$ cat config.mk
export PLATFORM = sky130hd
export DESIGN_NAME = bram_arbiter_flat
export DESIGN_NICKNAME = d
export VERILOG_FILES = /design/src/rtl/bram_arbiter_if.sv /design/src/rtl/bram_arbiter.sv /design/src/flat_wrapper.sv
export SDC_FILE = /design/constraint.sdc
export NUM_CORES = 1
export LEC_CHECK = 0
export CAP_MARGIN = 40
export CORE_ASPECT_RATIO = 0.75
export CORE_MARGIN = 4
export CORE_UTILIZATION = 42
export DETAILED_ROUTE_END_ITERATION = 12
export GPL_TIMING_DRIVEN = 0
export HOLD_SLACK_MARGIN = 0.1
export PLACE_DENSITY = 0.88
export SETUP_SLACK_MARGIN = 0.3
export SLEW_MARGIN = 0
export SYNTH_ARGS = -nofsm -noshare
export SYNTH_HDL_FRONTEND = slang
export SYNTH_SLANG_ARGS = --single-unit
$ cat constraint.sdc
create_clock -name clk -period 8.6 [get_ports clk]
set_clock_uncertainty 0.05 [all_clocks]
set_input_delay 1.29 -clock clk [delete_from_list [all_inputs] [get_ports clk]]
set_output_delay 1.29 -clock clk [all_outputs]
set_load 0.01 [all_outputs]
$ cat src/rtl/bram_arbiter_if.sv
// Requester and BRAM-side signal bundle for the three-port BRAM arbiter.
// The slave modport is the arbiter's view; master is the requester/BRAM-side view.
interface bram_arbiter_if #(
  parameter int ADDR_BITS = 13,
  parameter int DATA_BITS = 8
);
  logic                 p0_req, p1_req, p2_req;
  logic                 p0_wen, p1_wen, p2_wen;
  logic [ADDR_BITS-1:0] p0_addr, p1_addr, p2_addr;
  logic [DATA_BITS-1:0] p0_wdata, p1_wdata, p2_wdata;
  logic                 p0_gnt, p1_gnt, p2_gnt;
  logic                 p0_rvalid, p1_rvalid, p2_rvalid;
  logic [DATA_BITS-1:0] rdata;
  logic                 bram_ren, bram_wen;
  logic [ADDR_BITS-1:0] bram_addr;
  logic [DATA_BITS-1:0] bram_wdata;
  logic [DATA_BITS-1:0] bram_rdata;
  logic [7:0]           starve_events;

  modport slave (
    input  p0_req, p1_req, p2_req, p0_wen, p1_wen, p2_wen,
    input  p0_addr, p1_addr, p2_addr, p0_wdata, p1_wdata, p2_wdata,
    input  bram_rdata,
    output p0_gnt, p1_gnt, p2_gnt, p0_rvalid, p1_rvalid, p2_rvalid, rdata,
    output bram_ren, bram_wen, bram_addr, bram_wdata, starve_events
  );

  modport master (
    output p0_req, p1_req, p2_req, p0_wen, p1_wen, p2_wen,
    output p0_addr, p1_addr, p2_addr, p0_wdata, p1_wdata, p2_wdata,
    output bram_rdata,
    input  p0_gnt, p1_gnt, p2_gnt, p0_rvalid, p1_rvalid, p2_rvalid, rdata,
    input  bram_ren, bram_wen, bram_addr, bram_wdata, starve_events
  );
endinterface

$ cat src/rtl/bram_arbiter.sv
// Three-port single-port-BRAM arbiter: port 0 fixed priority, ports 1/2 round-robin with
// starvation override; grant and BRAM drive are combinational, read data returns one cycle later.
module bram_arbiter #(
  parameter int ADDR_BITS    = 13,
  parameter int DATA_BITS    = 8,
  parameter int STARVE_LIMIT = 16
) (
  input  logic            clk,
  input  logic            rst_sync,
  bram_arbiter_if.slave   bus
);

  typedef enum logic [1:0] {
    SEL_P0   = 2'd0,
    SEL_P1   = 2'd1,
    SEL_P2   = 2'd2,
    SEL_NONE = 2'd3
  } sel_e;

  localparam logic [7:0] LIMIT = 8'(STARVE_LIMIT);

  logic [2:0] req;
  logic [2:0] wen;
  assign req = {bus.p2_req, bus.p1_req, bus.p0_req};
  assign wen = {bus.p2_wen, bus.p1_wen, bus.p0_wen};

  // rr_next: 0 selects port 1, 1 selects port 2
  logic                 rr_next_q, rr_next_d;
  logic [7:0]           wait1_q, wait1_d, wait2_q, wait2_d;
  logic [7:0]           starve_q, starve_d;
  logic                 tag_vld_q, tag_vld_d;
  logic [1:0]           tag_port_q, tag_port_d;
  logic [DATA_BITS-1:0] rdata_q, rdata_d;

  logic starve1, starve2, forced, sel_wen, rv;
  sel_e sel;

  // Wait counters stop at the limit, so a port left waiting in a double-starve tie stays forced.
  always_comb begin
    starve1 = req[1] && (wait1_q == LIMIT);
    starve2 = req[2] && (wait2_q == LIMIT);
    sel     = SEL_NONE;
    if (rst_sync)                sel = SEL_NONE;
    else if (starve1 && starve2) sel = rr_next_q ? SEL_P2 : SEL_P1;
    else if (starve1)            sel = SEL_P1;
    else if (starve2)            sel = SEL_P2;
    else if (req[0])             sel = SEL_P0;
    else if (req[1] && req[2])   sel = rr_next_q ? SEL_P2 : SEL_P1;
    else if (req[1])             sel = SEL_P1;
    else if (req[2])             sel = SEL_P2;
    forced = !rst_sync && (starve1 || starve2) && req[0];
  end

  always_comb begin
    bus.p0_gnt     = 1'b0;
    bus.p1_gnt     = 1'b0;
    bus.p2_gnt     = 1'b0;
    sel_wen        = 1'b0;
    bus.bram_addr  = '0;
    bus.bram_wdata = '0;
    case (sel)
      SEL_P0: begin
        bus.p0_gnt     = 1'b1;
        sel_wen        = wen[0];
        bus.bram_addr  = bus.p0_addr;
        bus.bram_wdata = bus.p0_wdata;
      end
      SEL_P1: begin
        bus.p1_gnt     = 1'b1;
        sel_wen        = wen[1];
        bus.bram_addr  = bus.p1_addr;
        bus.bram_wdata = bus.p1_wdata;
      end
      SEL_P2: begin
        bus.p2_gnt     = 1'b1;
        sel_wen        = wen[2];
        bus.bram_addr  = bus.p2_addr;
        bus.bram_wdata = bus.p2_wdata;
      end
      default: ;
    endcase
    bus.bram_ren = (sel != SEL_NONE) && !sel_wen;
    bus.bram_wen = (sel != SEL_NONE) && sel_wen;
  end

  always_comb begin
    wait1_d = '0;
    wait2_d = '0;
    if (req[1] && !bus.p1_gnt) wait1_d = (wait1_q == LIMIT) ? wait1_q : wait1_q + 8'd1;
    if (req[2] && !bus.p2_gnt) wait2_d = (wait2_q == LIMIT) ? wait2_q : wait2_q + 8'd1;

    rr_next_d = rr_next_q;
    if (bus.p1_gnt)      rr_next_d = 1'b1;
    else if (bus.p2_gnt) rr_next_d = 1'b0;

    starve_d = starve_q;
    if (forced && (starve_q != 8'hFF)) starve_d = starve_q + 8'd1;

    tag_vld_d  = bus.bram_ren;
    tag_port_d = sel;
  end

  // Reset masks a tag captured just before it, so that read never reports.
  always_comb begin
    rv            = tag_vld_q && !rst_sync;
    bus.p0_rvalid = rv && (tag_port_q == 2'd0);
    bus.p1_rvalid = rv && (tag_port_q == 2'd1);
    bus.p2_rvalid = rv && (tag_port_q == 2'd2);
    rdata_d       = rdata_q;
    if (rst_sync) rdata_d = '0;
    else if (rv)  rdata_d = bus.bram_rdata;
    bus.rdata         = rdata_d;
    bus.starve_events = starve_q;
  end

  always_ff @(posedge clk) begin
    if (rst_sync) begin
      rr_next_q  <= 1'b0;
      wait1_q    <= '0;
      wait2_q    <= '0;
      starve_q   <= '0;
      tag_vld_q  <= 1'b0;
      tag_port_q <= '0;
      rdata_q    <= '0;
    end else begin
      rr_next_q  <= rr_next_d;
      wait1_q    <= wait1_d;
      wait2_q    <= wait2_d;
      starve_q   <= starve_d;
      tag_vld_q  <= tag_vld_d;
      tag_port_q <= tag_port_d;
      rdata_q    <= rdata_d;
    end
  end

endmodule

$ cat src/flat_wrapper.sv
// flat-port wrapper written by rule: the top's interface ports become plain ports
module bram_arbiter_flat 
#(
  parameter int ADDR_BITS    = 13,
  parameter int DATA_BITS    = 8,
  parameter int STARVE_LIMIT = 16
)
  (clk, rst_sync, bus_p0_req, bus_p1_req, bus_p2_req, bus_p0_wen, bus_p1_wen, bus_p2_wen, bus_p0_addr, bus_p1_addr, bus_p2_addr, bus_p0_wdata, bus_p1_wdata, bus_p2_wdata, bus_bram_rdata, bus_p0_gnt, bus_p1_gnt, bus_p2_gnt, bus_p0_rvalid, bus_p1_rvalid, bus_p2_rvalid, bus_rdata, bus_bram_ren, bus_bram_wen, bus_bram_addr, bus_bram_wdata, bus_starve_events);
  bram_arbiter_if #(.ADDR_BITS(ADDR_BITS), .DATA_BITS(DATA_BITS)) bus_i ();
  input  logic clk;
  input  logic rst_sync;
  input wire logic [$bits(bus_i.p0_req)-1:0] bus_p0_req;
  input wire logic [$bits(bus_i.p1_req)-1:0] bus_p1_req;
  input wire logic [$bits(bus_i.p2_req)-1:0] bus_p2_req;
  input wire logic [$bits(bus_i.p0_wen)-1:0] bus_p0_wen;
  input wire logic [$bits(bus_i.p1_wen)-1:0] bus_p1_wen;
  input wire logic [$bits(bus_i.p2_wen)-1:0] bus_p2_wen;
  input wire logic [$bits(bus_i.p0_addr)-1:0] bus_p0_addr;
  input wire logic [$bits(bus_i.p1_addr)-1:0] bus_p1_addr;
  input wire logic [$bits(bus_i.p2_addr)-1:0] bus_p2_addr;
  input wire logic [$bits(bus_i.p0_wdata)-1:0] bus_p0_wdata;
  input wire logic [$bits(bus_i.p1_wdata)-1:0] bus_p1_wdata;
  input wire logic [$bits(bus_i.p2_wdata)-1:0] bus_p2_wdata;
  input wire logic [$bits(bus_i.bram_rdata)-1:0] bus_bram_rdata;
  output wire logic [$bits(bus_i.p0_gnt)-1:0] bus_p0_gnt;
  output wire logic [$bits(bus_i.p1_gnt)-1:0] bus_p1_gnt;
  output wire logic [$bits(bus_i.p2_gnt)-1:0] bus_p2_gnt;
  output wire logic [$bits(bus_i.p0_rvalid)-1:0] bus_p0_rvalid;
  output wire logic [$bits(bus_i.p1_rvalid)-1:0] bus_p1_rvalid;
  output wire logic [$bits(bus_i.p2_rvalid)-1:0] bus_p2_rvalid;
  output wire logic [$bits(bus_i.rdata)-1:0] bus_rdata;
  output wire logic [$bits(bus_i.bram_ren)-1:0] bus_bram_ren;
  output wire logic [$bits(bus_i.bram_wen)-1:0] bus_bram_wen;
  output wire logic [$bits(bus_i.bram_addr)-1:0] bus_bram_addr;
  output wire logic [$bits(bus_i.bram_wdata)-1:0] bus_bram_wdata;
  output wire logic [$bits(bus_i.starve_events)-1:0] bus_starve_events;
  assign bus_i.p0_req = bus_p0_req;
  assign bus_i.p1_req = bus_p1_req;
  assign bus_i.p2_req = bus_p2_req;
  assign bus_i.p0_wen = bus_p0_wen;
  assign bus_i.p1_wen = bus_p1_wen;
  assign bus_i.p2_wen = bus_p2_wen;
  assign bus_i.p0_addr = bus_p0_addr;
  assign bus_i.p1_addr = bus_p1_addr;
  assign bus_i.p2_addr = bus_p2_addr;
  assign bus_i.p0_wdata = bus_p0_wdata;
  assign bus_i.p1_wdata = bus_p1_wdata;
  assign bus_i.p2_wdata = bus_p2_wdata;
  assign bus_i.bram_rdata = bus_bram_rdata;
  assign bus_p0_gnt = bus_i.p0_gnt;
  assign bus_p1_gnt = bus_i.p1_gnt;
  assign bus_p2_gnt = bus_i.p2_gnt;
  assign bus_p0_rvalid = bus_i.p0_rvalid;
  assign bus_p1_rvalid = bus_i.p1_rvalid;
  assign bus_p2_rvalid = bus_i.p2_rvalid;
  assign bus_rdata = bus_i.rdata;
  assign bus_bram_ren = bus_i.bram_ren;
  assign bus_bram_wen = bus_i.bram_wen;
  assign bus_bram_addr = bus_i.bram_addr;
  assign bus_bram_wdata = bus_i.bram_wdata;
  assign bus_starve_events = bus_i.starve_events;
  bram_arbiter #(.ADDR_BITS(ADDR_BITS), .DATA_BITS(DATA_BITS), .STARVE_LIMIT(STARVE_LIMIT)) u_core (.clk(clk), .rst_sync(rst_sync), .bus(bus_i));
endmodule
Yosys cells after proc, flatten, opt, wreduce, memory -nomap -nowiden
Index checks and enable logic that the tools add are counted.
Storage, ports and cells
  word-level logic and storage cells: 64
  input port bits: 79
  flip-flop bits (word level): 36
  output and inout port bits: 45
Cells by class
  bitwise operators: 2
  add/sub/neg operators: 3
  equal/unequal tests: 8
  reductions and logical operators: 25
  multiplexer cells: 19
Operator list (number)
  $pmux 13 s3: 1
  $add 8x1->8 const B: 3
  $pmux 8 s3: 1
  $eq 8x5->1 const B: 2
  $mux 2: 8
  $mux 8: 2
  $logic_and 1x1->1: 15
  $ne 8x8->1 const B: 1
  $mux 1: 6
  $eq 2x1->1 const B: 2
  $eq 2x2->1 const B: 2
  $logic_not 1->1: 4
  $logic_not 2->1: 2
  $reduce_or 2->1: 2
  $pmux 1 s3: 1
  $ne 2x2->1 const B: 1
  $not 1->1: 2
  $reduce_bool 2->1: 1
  $logic_or 1x1->1: 1

Longest topological paths before layout
  depth after elaboration: 14
  depth in mapped cells: 11
  gate-level depth less buffers: 11

Least setup slack after synthesis
Ideal clock, no wire load.
  path type: input -> output
  from: in bus_p2_req
  to: out bus_bram_addr[0]
  setup slack: 4.076 ns
  arrival: 3.184 ns
  required time: 7.260 ns
  buffers on the path: 1
  stages: 8
  cells stage by stage: nor4b_1 -> nand2_1 -> o2bb2ai_1 -> a2111oi_1 -> ha_1 -> clkbuf_1 -> a222oi_1 -> nor2_1
Between the ends
  cells in the longest elaborated chain, start to end: 10
  elaborated cells on any way between the ends: 15
  classes of those cells: 2 x eq/ne; 9 x mux; 4 x reduce/logical
RTL lines
  from (decl): RTL line flat_wrapper.sv:14  | input wire logic [$bits(bus_i.p2_req)-1:0] bus_p2_req;
  $mux 1: RTL line bram_arbiter.sv:50  | else if (req[2]) sel = SEL_P2;
  $mux 2: RTL line bram_arbiter.sv:49  | else if (req[1]) sel = SEL_P1;
  $mux 2: RTL line bram_arbiter.sv:48  | else if (req[1] && req[2]) sel = rr_next_q ? SEL_P2 : SEL_P1;
  $mux 2: RTL line bram_arbiter.sv:47  | else if (req[0]) sel = SEL_P0;
  $mux 2: RTL line bram_arbiter.sv:46  | else if (starve2) sel = SEL_P2;
  $mux 2: RTL line bram_arbiter.sv:45  | else if (starve1) sel = SEL_P1;
  $mux 2 (*): RTL line bram_arbiter.sv:44  | else if (starve1 && starve2) sel = rr_next_q ? SEL_P2 : SEL_P1;
  $mux 2 (*): RTL line bram_arbiter.sv:43  | if (rst_sync) sel = SEL_NONE;
  $eq 2x2->1, or another cell as far along: RTL line bram_arbiter.sv:61  | case (sel)
  $pmux 13 s3 (*): RTL line bram_arbiter.sv:61
  to (decl): RTL line flat_wrapper.sv:34  | output wire logic [$bits(bus_i.bram_addr)-1:0] bus_bram_addr;
Mark *: on every way between the ends. The rest lies on a longest branch, timed or not.

Worst setup path after layout
  from: in bus_p2_req
  to: out bus_bram_addr[3]
The elaborated chain is that of the path after synthesis.

==> metrics.txt <==
run status=finished, final reports clean; Worst-path clk slew=70 ps; core area=5037 µm²; Ys Warns=0; WL per Instance=16.52 µm; Buffers & Inverters on Critical Path=3; Pwr Total=0.0004175 W; Routed WL=7716 µm; pwr dens=114.1 nW/µm²; setup TNS=0 ps; clk root buf=clkbuf_8; Clock Latency Late Sink=290 ps; hold depth=2; EDFF count, synth=0; Synth area leader=dfxtp_1; Crit path top cell by count=clkdlybuf4s50_1; remaining antenna violation count after routing=0; Starting Density=0.4483; clock sink count=36; Synth async-reset ratio=0; DR iter-0 viols=169; actual slew at the worst max-slew pin=612.7 ps; Setup Crit Path Kind=in2out; clock buffer depth=2; worst vdd ir=86.74 µV; synthesized instance count=265; DIE HEIGHT=71.51 µm; routability congestion estimate=0.8936; first-pass GRT wire length=12180 µm; minimum clock period after layout=6138 ps; CTS tree=done; RSZ-0062 raised after global routing=no; Worst Reg2Reg Path Length in Cells=10; top cells by area, synth=dfxtp_1 (32%), nor2_1 (11%), a222oi_1 (9.8%), ha_1 (5.0%), mux2i_1 (4.9%); post_cts resized=0; post-synthesis sequential area ratio=0.3191; Yosys cell types=44; via count=2534; Post-CTS Setup Bufs=0; top_reg_cell synth=dfxtp_1; Syn-to-layout area delta=62.05%; maximum clock rate=162.9 MHz; Fin. Hold Viols=0; hold_buf cts=0; htree depth=2; dpl hpwl=6153 µm; Pre-antenna DRT Iters=6; Hold WC Path Type=reg2reg; Syn Nets=353; IO buf count=122; Stages on worst setup path=10; vias per inst=5.426; Residual DRC=0; P_leak=1.310 nW; final setup vio count=0; Arrival @ worst endpoint=4800 ps; row count=22; post-synthesis register bit count=36; CP max FO=10; fraction of layout cells with a size suffix above 1=0.05570; Die ar.=6627 µm²; Die Wd=92.68 µm; Worst setup SP type=primary input; largest net degree at the start of global routing=11; Synth Cell Area=2258 µm²; IO Pins=124; Worst path top cell family by delay=buffers and inverters; post-synthesis area per instance=8.522 µm²; Critical Path, Cell by Cell=clkdlybuf4s50_1, nor4b_1, nand2_1, o2bb2ai_1, a2111oi_1, ha_1, clkbuf_1, a222oi_1, nor2_1, clkdlybuf4s50_1; CP peak stage delay=610 ps; fin nets=482; Rel. slew slack=0.5915; CP Data Required Time=7260 ps; max-slew violation count=0; cts bufs inserted=5; crit share post-route=0.7137; Synth top area share=0.3191; GRT Util Overall=0.2295; vias in the first global route=2383; Worst setup EP type=output port; initial antenna violation count=0; total grt overflow=0; crit path max-delay cell type=clkdlybuf4s50_1; MaxCap Viol Count=0; diode count=0
==> cell families (layout without fill, tap and decap cells) <==
kind of cell / count (synthesis) / after routing / share of synthesized area
AOI/OAI and AO/OA: 45 / 45 / 0.1834
xor gates and xnor gates: 14 / 14 / 0.05429
adders and majority gates: 10 / 10 / 0.05429
buffers and inverters: 21 / 151 / 0.03490
DFF: 36 / 36 / 0.3191
muxes: 16 / 16 / 0.07368
and+or+nand+nor: 123 / 123 / 0.2803
==> cell usage in the layout (no fill, tap or decap), drive strengths merged, types with 3 or more instances in the layout <==
master,n
dfxtp,36
mux2,5
nor2b,7
nor2,65
clkbuf,20
a211oi,6
inv,7
xor2,8
a21oi,6
and3,4
nor3,6
xnor2,6
a2111o,3
ha,9
nand3,15
a222oi,22
nand2b,5
nand2,8
mux2i,11
clkdlybuf4s50,122
==> tightest hold or removal path: cells and delay by family, from the launching register on <==
| family | cells | cell delay, ps |
|---|---|---|
| multiplexers | 1 | 70 |
| AND/OR/NAND/NOR | 1 | 80 |
| flip-flops | 1 | 310 |
==> synth_stat cells, types with 2 or more instances <==
cell type	number
xnor2_1	6
a211oi_1	6
dfxtp_1	36
a21oi_1	6
buf_1	2
a222oi_1	22
nand2_1	8
ha_1	9
inv_1	7
nor3_1	5
a2111o_1	3
clkbuf_1	12
nand2b_1	5
nor2_1	64
nand3_1	14
nor3b_1	2
nor2b_1	7
mux2_2	5
and3_1	4
mux2i_1	11
xor2_1	8
==> cell type report <==
| type | instances | area [µm²] |
|---|---|---|
| tap | 72 | 90.09 |
| multi-input combinational | 208 | 1459 |
| sequential | 36 | 720.7 |
| inverter | 7 | 26.28 |
| clock buffer | 8 | 90.09 |
| buffer | 14 | 52.55 |
| fill | 400 | 1378 |
| timing repair buffer | 122 | 1221 |
==> layer usage <==
| layer | GRT usage | wire, µm | vias to the layer above |
|---|---|---|---|
| met5 | 0 | 0 | - |
| met4 | 0.06992 | 95 | 0 |
| met3 | 0.04512 | 598 | 7 |
| met2 | 0.3826 | 3621 | 90 |
| met1 | 0.3022 | 3400 | 1191 |
| li1 | - | - | 1246 |
==> power breakdown <==
| part | internal (W) | total (W) | switching [W] |
|---|---|---|---|
| clock | 0.0000653 | 0.000123 | 0.0000578 |
| sequential | 0.000171 | 0.000173 | 0.00000226 |
| combinational | 0.0000715 | 0.000121 | 0.0000496 |
==> final timing paths <==
| check | start | endpoint | slack (ps) |
|---|---|---|---|
| min reg2reg | u_core.rdata_q[4]$_SDFF_PP0_ | u_core.rdata_q[4]$_SDFF_PP0_ | 440 |
| max reg2reg | u_core.wait1_q[0]$_SDFFE_PP0P_ | u_core.wait1_q[2]$_SDFFE_PP0P_ | 5500 |
| min | u_core.rdata_q[4]$_SDFF_PP0_ | u_core.rdata_q[4]$_SDFF_PP0_ | 440 |
| max | bus_p2_req | bus_bram_addr[3] | 2460 |
==> sequential cells by signal, indices dropped and copies added, names as in the netlist <==
signal	cells
u_core.bus.starve_events	8
u_core.rdata_q	8
u_core.rr_next_q	1
u_core.tag_port_q	2
u_core.tag_vld_q	1
u_core.wait1_q	8
u_core.wait2_q	8
==> through the flow <==
stage	hold slack, ps	cells	worst slack [ps]	util	cell area [µm²]
2_1_floorplan	405.7	265	4076	-	2258
3_3_place_gp	417.7	459	2581	0.7086	3570
3_5_place_dp	429.5	459	2538	0.7086	3570
4_1_cts	445.7	467	2525	0.7265	3660
5_1_grt	477.5	467	2164	0.7265	3660
6_report	438.2	467	2462	0.7265	3660
No activity file was read; power rests on OpenSTA's default activity.
